## src/rtl/roxxon_axi_pkg.sv

```systemverilog
// Shared AXI4-Lite definitions for the roxxon fetch path: response codes,
// instruction-fetch protection bits and the fetcher state encoding.
package roxxon_axi_pkg;

    typedef enum logic [1:0] {
        OKAY   = 2'b00,
        EXOKAY = 2'b01,
        SLVERR = 2'b10,
        DECERR = 2'b11
    } axi_resp_t;

    // Instruction access, secure, unprivileged
    localparam logic [2:0] ARPROT_INSTR = 3'b100;

    typedef enum logic [1:0] {
        IDLE = 2'b00,
        ADDR = 2'b01,
        DATA = 2'b10,
        DONE = 2'b11
    } fetch_state_t;

    function automatic logic [31:0] word_byte_addr(input logic [31:0] base,
                                                   input logic [31:0] word_idx);
        return base + (word_idx << 2);
    endfunction

endpackage

```

## src/rtl/instr_axi_fetcher.sv

```systemverilog
// Single-beat AXI4-Lite instruction fetcher: turns a one-cycle fetch request
// into an AR/R transaction and presents the returned word with a done pulse.
module instr_axi_fetcher
    import roxxon_axi_pkg::*;
#(
    parameter int          N         = 256,
    parameter logic [31:0] BASE_ADDR = 32'h0000_0000,
    localparam int         PW        = (N > 1) ? $clog2(N) : 1
)(
    input  logic          CLK,
    input  logic          RSTN,
    input  logic          FETCH_REQ,
    input  logic [PW-1:0] PC_AXI,
    output logic [31:0]   INSTR_AXI,
    output logic          INSTR_DONE,
    output logic          FETCH_BUSY,
    output logic          FETCH_ERR,
    output logic [31:0]   M_ARADDR,
    output logic [2:0]    M_ARPROT,
    output logic          M_ARVALID,
    input  logic          M_ARREADY,
    input  logic [31:0]   M_RDATA,
    input  logic [1:0]    M_RRESP,
    input  logic          M_RVALID,
    output logic          M_RREADY
);

    fetch_state_t state;
    logic         pending;

    assign M_ARPROT   = ARPROT_INSTR;
    assign FETCH_BUSY = (state != IDLE);

    // The byte address is captured together with the PC, so ARADDR is stable
    // for the whole ADDR phase without a separate PC register.
    always_ff @(posedge CLK) begin
        if (!RSTN) begin
            state      <= IDLE;
            pending    <= 1'b0;
            INSTR_AXI  <= 32'h0000_0000;
            INSTR_DONE <= 1'b0;
            FETCH_ERR  <= 1'b0;
            M_ARVALID  <= 1'b0;
            M_RREADY   <= 1'b0;
            M_ARADDR   <= BASE_ADDR;
        end else begin
            INSTR_DONE <= 1'b0;
            unique case (state)
                IDLE: begin
                    if (FETCH_REQ) begin
                        M_ARADDR  <= word_byte_addr(BASE_ADDR, 32'(PC_AXI));
                        M_ARVALID <= 1'b1;
                        state     <= ADDR;
                    end
                end
                ADDR: begin
                    if (FETCH_REQ) begin
                        pending <= 1'b1;
                    end
                    if (M_ARREADY) begin
                        M_ARVALID <= 1'b0;
                        M_RREADY  <= 1'b1;
                        state     <= DATA;
                    end
                end
                DATA: begin
                    if (FETCH_REQ) begin
                        pending <= 1'b1;
                    end
                    if (M_RVALID) begin
                        // Error responses deliver a NOP so the pipeline never
                        // executes garbage data.
                        if (M_RRESP == OKAY) begin
                            INSTR_AXI <= M_RDATA;
                            FETCH_ERR <= 1'b0;
                        end else begin
                            INSTR_AXI <= 32'h0000_0000;
                            FETCH_ERR <= 1'b1;
                        end
                        INSTR_DONE <= 1'b1;
                        M_RREADY   <= 1'b0;
                        state      <= DONE;
                    end
                end
                DONE: begin
                    // A queued request (or a fresh one arriving now) is served
                    // back-to-back; a new request while one is queued is dropped.
                    if (pending || FETCH_REQ) begin
                        pending   <= 1'b0;
                        M_ARADDR  <= word_byte_addr(BASE_ADDR, 32'(PC_AXI));
                        M_ARVALID <= 1'b1;
                        state     <= ADDR;
                    end else begin
                        state <= IDLE;
                    end
                end
                default: state <= IDLE;
            endcase
        end
    end

endmodule

```

## config.mk

```make
export PLATFORM = sky130hd
export DESIGN_NAME = instr_axi_fetcher
export DESIGN_NICKNAME = d
export VERILOG_FILES = /design/src/rtl/roxxon_axi_pkg.sv /design/src/rtl/instr_axi_fetcher.sv
export SDC_FILE = /design/constraint.sdc
export NUM_CORES = 1
export LEC_CHECK = 0
export ABC_AREA = 1
export CAP_MARGIN = 25
export CORE_MARGIN = 2
export CORE_UTILIZATION = 38
export DETAILED_ROUTE_END_ITERATION = 12
export GPL_TIMING_DRIVEN = 0
export PLACE_DENSITY = 0.76
export SYNTH_ARGS = -nofsm -noshare
export SYNTH_HDL_FRONTEND = slang
export SYNTH_SLANG_ARGS = --single-unit
```

## constraint.sdc

```tcl
create_clock -name CLK -period 1.9 [get_ports CLK]
set_input_delay 0.285 -clock CLK [delete_from_list [all_inputs] [get_ports CLK]]
set_output_delay 0.285 -clock CLK [all_outputs]
set_load 0.03 [all_outputs]
```

After elaboration in Yosys (flattened, before gate mapping)
Cells that the tools add are included.
Widths: inputs -> output; s select.
{ "op_classes": {"n_eq_ne": 8, "muxes": 20, "reduce_logical": 16} }
{ "op_table": {"columns": ["cell", "n"], "rows": [
  ["$mux 32", 3],
  ["$pmux 32 s2", 1],
  ["$reduce_and 3->1", 4],
  ["$mux 1", 9],
  ["$ne 2x2->1 const B", 4],
  ["$pmux 2 s4", 1],
  ["$reduce_bool 2->1", 4],
  ["$mux 2", 3],
  ["$eq 2x2->1 const B", 2],
  ["$logic_not 2->1", 2],
  ["$pmux 1 s2", 2],
  ["$reduce_and 2->1", 2],
  ["$reduce_and 4->1", 1],
  ["$pmux 1 s3", 1],
  ["$reduce_bool 3->1", 1],
  ["$eq 2x1->1 const B", 1],
  ["$ne 2x1->1 const B", 1],
  ["$reduce_or 2->1", 1],
  ["$logic_or 1x1->1", 1]
]} }
{ "word_totals": {"reg_bits": 71, "in_bits": 47, "output_inout_bits": 72, "word_cells": 52} }

Logic depth before layout (Yosys ltp)
Gate-level depths: netlist of the first run.
{ "depth": {"word_depth": 4, "mapped_depth": 9, "depth_no_buf": 8} }

Least setup slack after synthesis of the first run
OpenSTA, ideal clock, no wires.
{ "synth_path": {"path_type": "register to register", "start": "reg state[0]", "end": "reg INSTR_AXI[14]", "setup_time_ns": 0.068, "t_arrival_ns": 1.263, "required_time_ns": 1.832, "setup_slack_ns": 0.569, "path_stages_with_launch": 7, "n_path_buf": 1, "period_less_slack_ns": 1.331, "cell_sequence": "dfxtp_1 inv_1 ha_1 nand2_2 clkbuf_1 nand2_1 a21oi_2"} }
{ "synth_via": {"elab_chain_cells": 2} }
{ "synth_rtl": {"columns": ["element", "line", "source"], "rows": [
  ["start, declared", "instr_axi_fetcher.sv:28", "fetch_state_t state;"],
  ["start signal, assigned", "instr_axi_fetcher.sv:38", "state <= IDLE;"],
  ["start signal, assigned", "instr_axi_fetcher.sv:53", "state <= ADDR;"],
  ["start signal, assigned", "instr_axi_fetcher.sv:63", "state <= DATA;"],
  ["$eq 2x2->1", "instr_axi_fetcher.sv:48", "unique case (state)"],
  ["$reduce_and 2->1 (no source line)", null, null],
  ["end signal, assigned", "instr_axi_fetcher.sv:40", "INSTR_AXI <= 32'h0000_0000;"],
  ["end signal, assigned", "instr_axi_fetcher.sv:74", "INSTR_AXI <= M_RDATA;"],
  ["end signal, assigned", "instr_axi_fetcher.sv:77", "INSTR_AXI <= 32'h0000_0000;"],
  ["end, declared", "instr_axi_fetcher.sv:14", "output logic [31:0] INSTR_AXI,"]
]} }
No other way between the ends.
A chain may end at the register's enable or synchronous reset.

Final worst setup path of the first run
{ "layout_path": {"start": "reg state[0]", "end": "out FETCH_BUSY"} }
{ "layout_via": {"elab_chain_cells": 1} }
{ "layout_rtl": {"columns": ["element", "line", "source"], "rows": [
  ["$reduce_bool 2->1", "instr_axi_fetcher.sv:32", "assign FETCH_BUSY = (state != IDLE);"],
  ["end, declared", "instr_axi_fetcher.sv:16", "output logic FETCH_BUSY,"]
]} }
No other way between the ends.

==> results of run 1 <==
[through the flow]
stage / worst slack [ps] / area (um2)
2_1_floorplan: 569 / 2170
3_3_place_gp: 214 / 3170
3_5_place_dp: 219 / 3170
4_1_cts: 153 / 3260
5_1_grt: 90.6 / 3260
6_report: 166 / 3260
[routing by layer]
layer / up-vias / part of all wire, % / global-route usage, %
met1: 829 / 44 / 18.8
met3: 4 / 8.1 / 6.16
li1: 1023 / - / -
met2: 71 / 48 / 26.4
met5: - / 0 / 0
met4: 0 / 0.41 / 3.33
[flip-flops by register name, indices dropped and copies added (netlist names)]
register / flops
pending: 1
INSTR_AXI: 32
state: 2
M_ARADDR: 8
FETCH_ERR: 1
M_RREADY: 1
M_ARVALID: 1
INSTR_DONE: 1
[worst max-delay path: cells and delay by family (launching register included)]
kind       cells  cell delay (ps)
buf+inv        3              550
fa+ha+maj      1              220
flops          1              390
[cells in the final DEF, fill, tap and decap left out]
cell type / netlist / routed
inv_2: 1 / 1
clkbuf_8: 0 / 5
inv_1: 10 / 10
dfxtp_1: 47 / 47
a21oi_2: 9 / 9
clkinv_1: 1 / 1
o21bai_1: 1 / 1
nand4_1: 9 / 9
clkinv_2: 0 / 1
nor2_1: 8 / 8
nand2_1: 73 / 73
clkbuf_1: 6 / 6
nand3_1: 2 / 2
clkdlybuf4s50_1: 0 / 90
nor3_1: 1 / 1
a21oi_1: 36 / 36
buf_4: 28 / 28
o21ai_0: 3 / 3
clkinv_4: 1 / 1
conb_1: 2 / 27
buf_2: 1 / 1
buf_6: 3 / 3
nand3_2: 1 / 1
nand2_2: 12 / 12
clkinvlp_4: 0 / 2
ha_1: 5 / 5
dlygate4sd2_1: 0 / 1
[where the power goes]
| part | leakage (nW) | internal (mW) | switching [mW] |
|---|---|---|---|
| Clock | 0.0402 | 0.256 | 0.345 |
| Combinational | 0.878 | 0.483 | 0.727 |
| Sequential | 0.381 | 1.10 | 0.0630 |
[layout make-up]
cell class / count / area (um2)
clock inverters: 3 / 20.0
repair buffers: 91 / 910
well taps: 70 / 87.6
multi-input cells: 187 / 906
flip-flops and latches: 47 / 941
clock buffers: 5 / 68.8
plain buffers: 38 / 272
inverters: 13 / 53.8
fillers: 493 / 1950
[timing repair]
action	in CTS	in global routing
gates resized for setup	1	0
endpoints found under the setup margin	1	0
hold buffers	0	0
[logic make-up after synthesis]
| family | count (synthesis) | synth area share, % |
|---|---|---|
| other | 2 | 0.361 |
| AO/OA/AOI/OAI | 49 | 13.5 |
| AND/OR/NAND/NOR | 106 | 22.2 |
| adder cells (fa/ha/maj) | 5 | 3.01 |
| buffers and inverters | 51 | 15.7 |
| flip-flops | 47 | 45.3 |
[path summary, 6_finish.rpt]
path | startpoint | endpoint | slack [ps]
setup / recovery | state[0] | FETCH_BUSY | 170
hold / removal | M_RREADY | M_RREADY | 450
setup reg to reg | state[0] | INSTR_AXI[11] | 310
hold reg to reg | M_RREADY | M_RREADY | 450
==> run summary, run 1 <==
0 antenna diodes ended up in the layout. The flow ran to the end, and the final reports show no timing, DRC or antenna violations. The run gives 0 as the number of hold-slack violations in the final timing report. STA classifies the critical path startpoint as a flop. Across the VDD grid, the largest voltage drop is 0.000466 V. The top-area cell type share of the netlist area is 45.3%, and the initial antenna violation count is 0.

The H-tree depth reported by CTS is 2, and the maximum fanout along the worst path is 4. Global routing finished with a remaining overflow of 0. Register area share after synthesis: 45.3%.

The count of nets left with antenna violations once routing finished came out at 0. The delay of the slowest critical-path stage is 400 ps. The final critical-path required period came out at 1730 ps. The kind of critical path was reg2out. In this run, placement finished with an instance count of 446. The wire length of the first global-routing pass is 7780 um. Post-CTS timing repair inserted 0 buffers for setup.

The cell area power density is 913 nW/um2, and the length of the first detailed-routing pass in iterations is 4. Dividing the detail-routed wire length by the instance count gives 10.7 um. Share of the clock period used by the worst path: 91.3%. For this configuration, the core starts out at a cell density of 39.9%. TritonCTS built the clock tree.

The analysis attributes to cell leakage a power of 1.30 nW. After detailed routing, the number of vias per cell comes to 4.24. Setup violations remaining at the end of the flow were counted as 0. The insertion delay of the later-clocked pin in the worst-skew pair came out at 290 ps.

Measured in cells, the most critical reg-to-reg path has a length of 6. Static timing analysis puts the maximum clock frequency at 577 MHz. For this run, design rule violations remaining after detail routing come to 0.

nand2_1 is the most common cell in the netlist. Hold is met by 453 ps. In the synthesized netlist the dominant register cell turns out to be dfxtp_1. In this run the worst hold path is classified as reg2reg. For the final routed database, the setup TNS stands at 0 ps. During placement, the flow inserted port buffers numbering 91. Detailed routing inserted a total of 1927 vias. The highest-delay cell along the critical path was dlygate4sd2_1.

The arrival time of the worst setup path is 1450 ps, and the half-perimeter wire length after placement is 3710 um. Leaving out filler cells and counting taps, the final layout contains 454. The count of flip-flops with a built-in enable after synthesis works out to 0. The clock skew was 3.26 ps; the net count of the finished layout was 435. The logs give 47 for the number of sinks handled by clock tree synthesis and 65 for the number of violations reported at the end of detailed-routing iteration 0. The initialized floorplan defines 26 standard-cell rows. The congestion estimate from routability-driven global placement came to 0.747.

For the worst path required time, the log shows 1620 ps. Relative to the synthesized area, the layout overhead comes to 56.8%. In the final layout, the share of cells above drive strength 1 is 16.7%. The count of maximum capacitance violations was 0.

The hold path depth came out at 2. The cell type with the highest aggregate area in the netlist is dfxtp_1. Clock-pin slew was measured on the worst setup and hold paths at 90 ps. The number of I/O pins is 119. Setup repair after global routing left no endpoint under its margin.

The logs give 22 for the count of different cell masters after synthesis and 16 for the pin count of the biggest net entering global routing. The die outline area came out at 6080 um2. The run gives 2080 um2 as the area of the mapped netlist. The clock passes through at most 2 buffers.

The final core utilization is 62.6%, and the width of the die is 78.0 um. After synthesis, the most frequently instantiated cells are 73 x nand2_1, 47 x dfxtp_1, 36 x a21oi_1, 28 x buf_4, 12 x nand2_2. STA classifies the critical path endpoint as an output pin.

The height of the chip is 78.0 um, and the post-synthesis instance total is 260. The run gives 15.6% as the global-route usage over all layers. Counting stages on the worst path, the most repeated cell is inv_1. The average cell area after synthesis is 7.99 um2. The max-slew violation total from the final report is 0, and the post-synthesis register bit count is 47. The number of CTS-inserted buffers is 5.

Ranked by total cell area, the synthesized netlist is headed by dfxtp_1 45%, nand2_1 13%, buf_4 10%, a21oi_1 8.7%, a21oi_2 3.8%. Traced cell by cell, the critical path runs through inv_1 -> ha_1 -> inv_1 -> dlygate4sd2_1. After synthesis, the share of flip-flops with an asynchronous set or reset is 0%. During synthesis, Yosys emitted a total of 0 warnings.

In this run the standard cell core region covers 5200 um2. For this block, the routed nets add up to 4850 um of wire. The via count of the first global-routing pass is 1782. The tree is rooted in a clkbuf_8. Total power for the finished layout comes to 2.98 mW.
(Power assumes the default switching activity.)
==> run 2, diff against run 1 <==
- CORE_ASPECT_RATIO: unset -> 0.8
- GPL_TIMING_DRIVEN: 0 -> unset
==> run 2 against run 1 <==
Compared with the run above:
- maximum frequency increased by 1.2%
- wire length down 5.1%
- total power fell by 1.9%
- register-to-register slack improved by 110 ps
- clock skew increased by 3.5 ps
- largest power group is now registers
- flip-flop and latch count did not move
- clock-buffer cell count is the same
==> run summary, run 2 (synthesized netlist as in run 1, its figures left out) <==
Row generation in the floorplan step produced 24 rows. In this run the vertical extent of the chip is 70.1 um. The commonest non-fill, non-tap cell in the layout is clkdlybuf4s50_1. Entering global routing, the biggest net connects 44 pins. The cell sitting at the root of the clock tree is a clkbuf_8. The post-route netlist has 10.0% of its cells at a drive strength greater than 1.

The detailed router placed 1840 vias in this run. The final core utilization was 56.2%. The number of antenna diodes in the final layout is 0.

The tools report the endpoint kind of the worst setup timing path as an output pin. Summing all multi-input logic gate instances after layout gives 906 um2. The remaining global-route overflow came out at 0. The via count of the first global-routing pass was 1748. Kind of critical path: reg2out. The largest registers in the layout are INSTR_AXI (32), M_ARADDR (8), state (2). The clock skew is 6.71 ps, and the max-slew violation total from the final report is 0.

Dividing the detail-routed wire length by the instance count gives 11.1 um. In this run the power density over the cells is 967 nW/um2. The cell area reported after detailed placement was 2930 um2. The length of the first detailed-routing pass in iterations came out at 4. The register with the most flip-flops in the layout has 32 of them. The tools report the endpoint of the most critical register-to-register path as INSTR_AXI[21]. The total area inside the core boundary comes to 5380 um2.

Beginning of the worst register-to-register path: state[0]. Ranked by flip-flop count, first place goes to INSTR_AXI. The detailed router finished its first iteration with 59 violations. Setup violations remaining at the end of the flow were counted as 0. The initial antenna violation count was 0. The layout has 506 filler cells.

The wire length of the first global-routing pass was 7570 um. For the detailed-route wire length, the log shows 4600 um. Timing would allow up to 583 MHz. The run finished with clean final reports. The detailed-route vias per instance works out to 4.44.

The count of maximum capacitance violations is 0, and the global-route usage over all layers is 15.4%. For the area occupied by registers, the log shows 941 um2. The detail route stage leaves a number of antenna-violating nets equal to 0.

VDD sags by at most 0.000408 V. STA classifies the critical path startpoint as a flop. The post-CTS clock slew at the launch and capture registers of the worst setup and hold paths was 90 ps; the worst-case reg-to-reg path depth was 8.

In this run the worst path has a maximum fanout of 4. The setup TNS came out at 0 ps. Relative to the synthesized area, the layout overhead comes to 45.3%.

The run gives 6080 um2 as the die outline area. The half-perimeter wire length after placement is 3270 um. For hold timing, the worst endpoint is M_RREADY. The run gives 290 ps as the insertion delay of the later-clocked pin in the worst-skew pair. The final layout contains 400 nets. In the layout the commonest cells are 90 x clkdlybuf4s50_1, 73 x nand2_1, 47 x dfxtp_1. Detailed-route DRC error count: 0. The logs give 5 for the number of CTS-inserted buffers and 420 ps for the setup slack on the worst flop-to-flop path.

The worst hold path belongs to the class reg2reg. The tools report the number of hold-slack violations in the final timing report as 0. For this design, the sink count on the clock tree is 47.

The post-route standard cell area excluding fillers is 3020 um2. The number of input and output port buffers inserted is 91. The width of the die was 86.7 um. In this run the post-CTS setup repair buffer count came out at 0. Setup repair after global routing left no endpoint under its margin. The completed layout was analyzed and its total power is 2.92 mW.

Of the available clock period, the critical path in the final layout requires 90.2%. For the worst setup path, the data required time is 1620 ps. The worst path needs 1710 ps of the cycle, external delays included. The congestion estimate from routability-driven global placement came to 0.721. TritonCTS built the clock tree.

The run gives 2 as the H-tree depth reported by CTS. Summed over all cells, the static leakage comes to 1.14 nW. For this design the top-level I/O count stands at 119. Counting instances, the worst hold path has a depth of 2.

STA puts the critical path data arrival time at 1430 ps. In this run the most critical hold path is launched from M_RREADY. Once the floorplan was initialized, standard cells occupied 38.7% of the core.

The clock passes through at most 2 buffers.
==> run 2: cell types whose count changed in the layout (fill, tap and decap cells not counted), moves of 2 or more <==
cell	delta
clkbuf_1	-6
buf_6	-3
clkinv_4	+2
buf_4	-26
==> run 2: power by group <==
part	internal (mW)	switching, mW	leakage, nW
sequential	1.10	0.0598	0.381
clock	0.263	0.339	0.0443
combinational	0.441	0.715	0.716
==> run 2: worst max path at each step <==
stage / from / end / slack (ps)
floorplan: state[0] / INSTR_AXI[14] / 570
global placement: state[0] / FETCH_BUSY / 250
detailed placement: state[0] / FETCH_BUSY / 230
CTS: state[0] / FETCH_BUSY / 160
global route: state[0] / FETCH_BUSY / 90
finish: state[0] / FETCH_BUSY / 190
==> run 2: stage by stage <==
step / std cells / hold WS (ps) / setup slack, ps
final: 414 / 454 / 186
after global routing: 414 / 490 / 88.1
after CTS: 414 / 457 / 161
after detailed placement: 406 / 443 / 225
after global placement: 406 / 445 / 248
after floorplan: 285 / 405 / 569
==> run 2: metal layers <==
metal / track usage, % / part of all wire (%)
met1: 19.0 / 45
met2: 26.4 / 49
met3: 3.90 / 5.7
met4: 4.17 / 0.74
met5: 0 / 0
==> run 2: worst max-delay path: stages (launching register included) <==
cell and delay [ps]:
dfxtp_1 380, inv_1 100, ha_1 220, inv_1 50, dlygate4sd2_1 390
==> run 2: layout make-up <==
class | count | share of cell area, %
Clock buffer | 5 | 2.28
Clock inverter | 3 | 0.828
Inverter | 13 | 1.78
Multi-Input combinational cell | 187 | 30.0
Sequential cell | 47 | 31.2
Tap cell | 65 | 2.69
Timing Repair Buffer | 94 | 31.3
==> run 2: repair_timing <==
item                                    4_1_cts  5_1_grt
hold buffers                                  0        0
endpoints found under the setup margin        1        0
resized for setup                             1        0
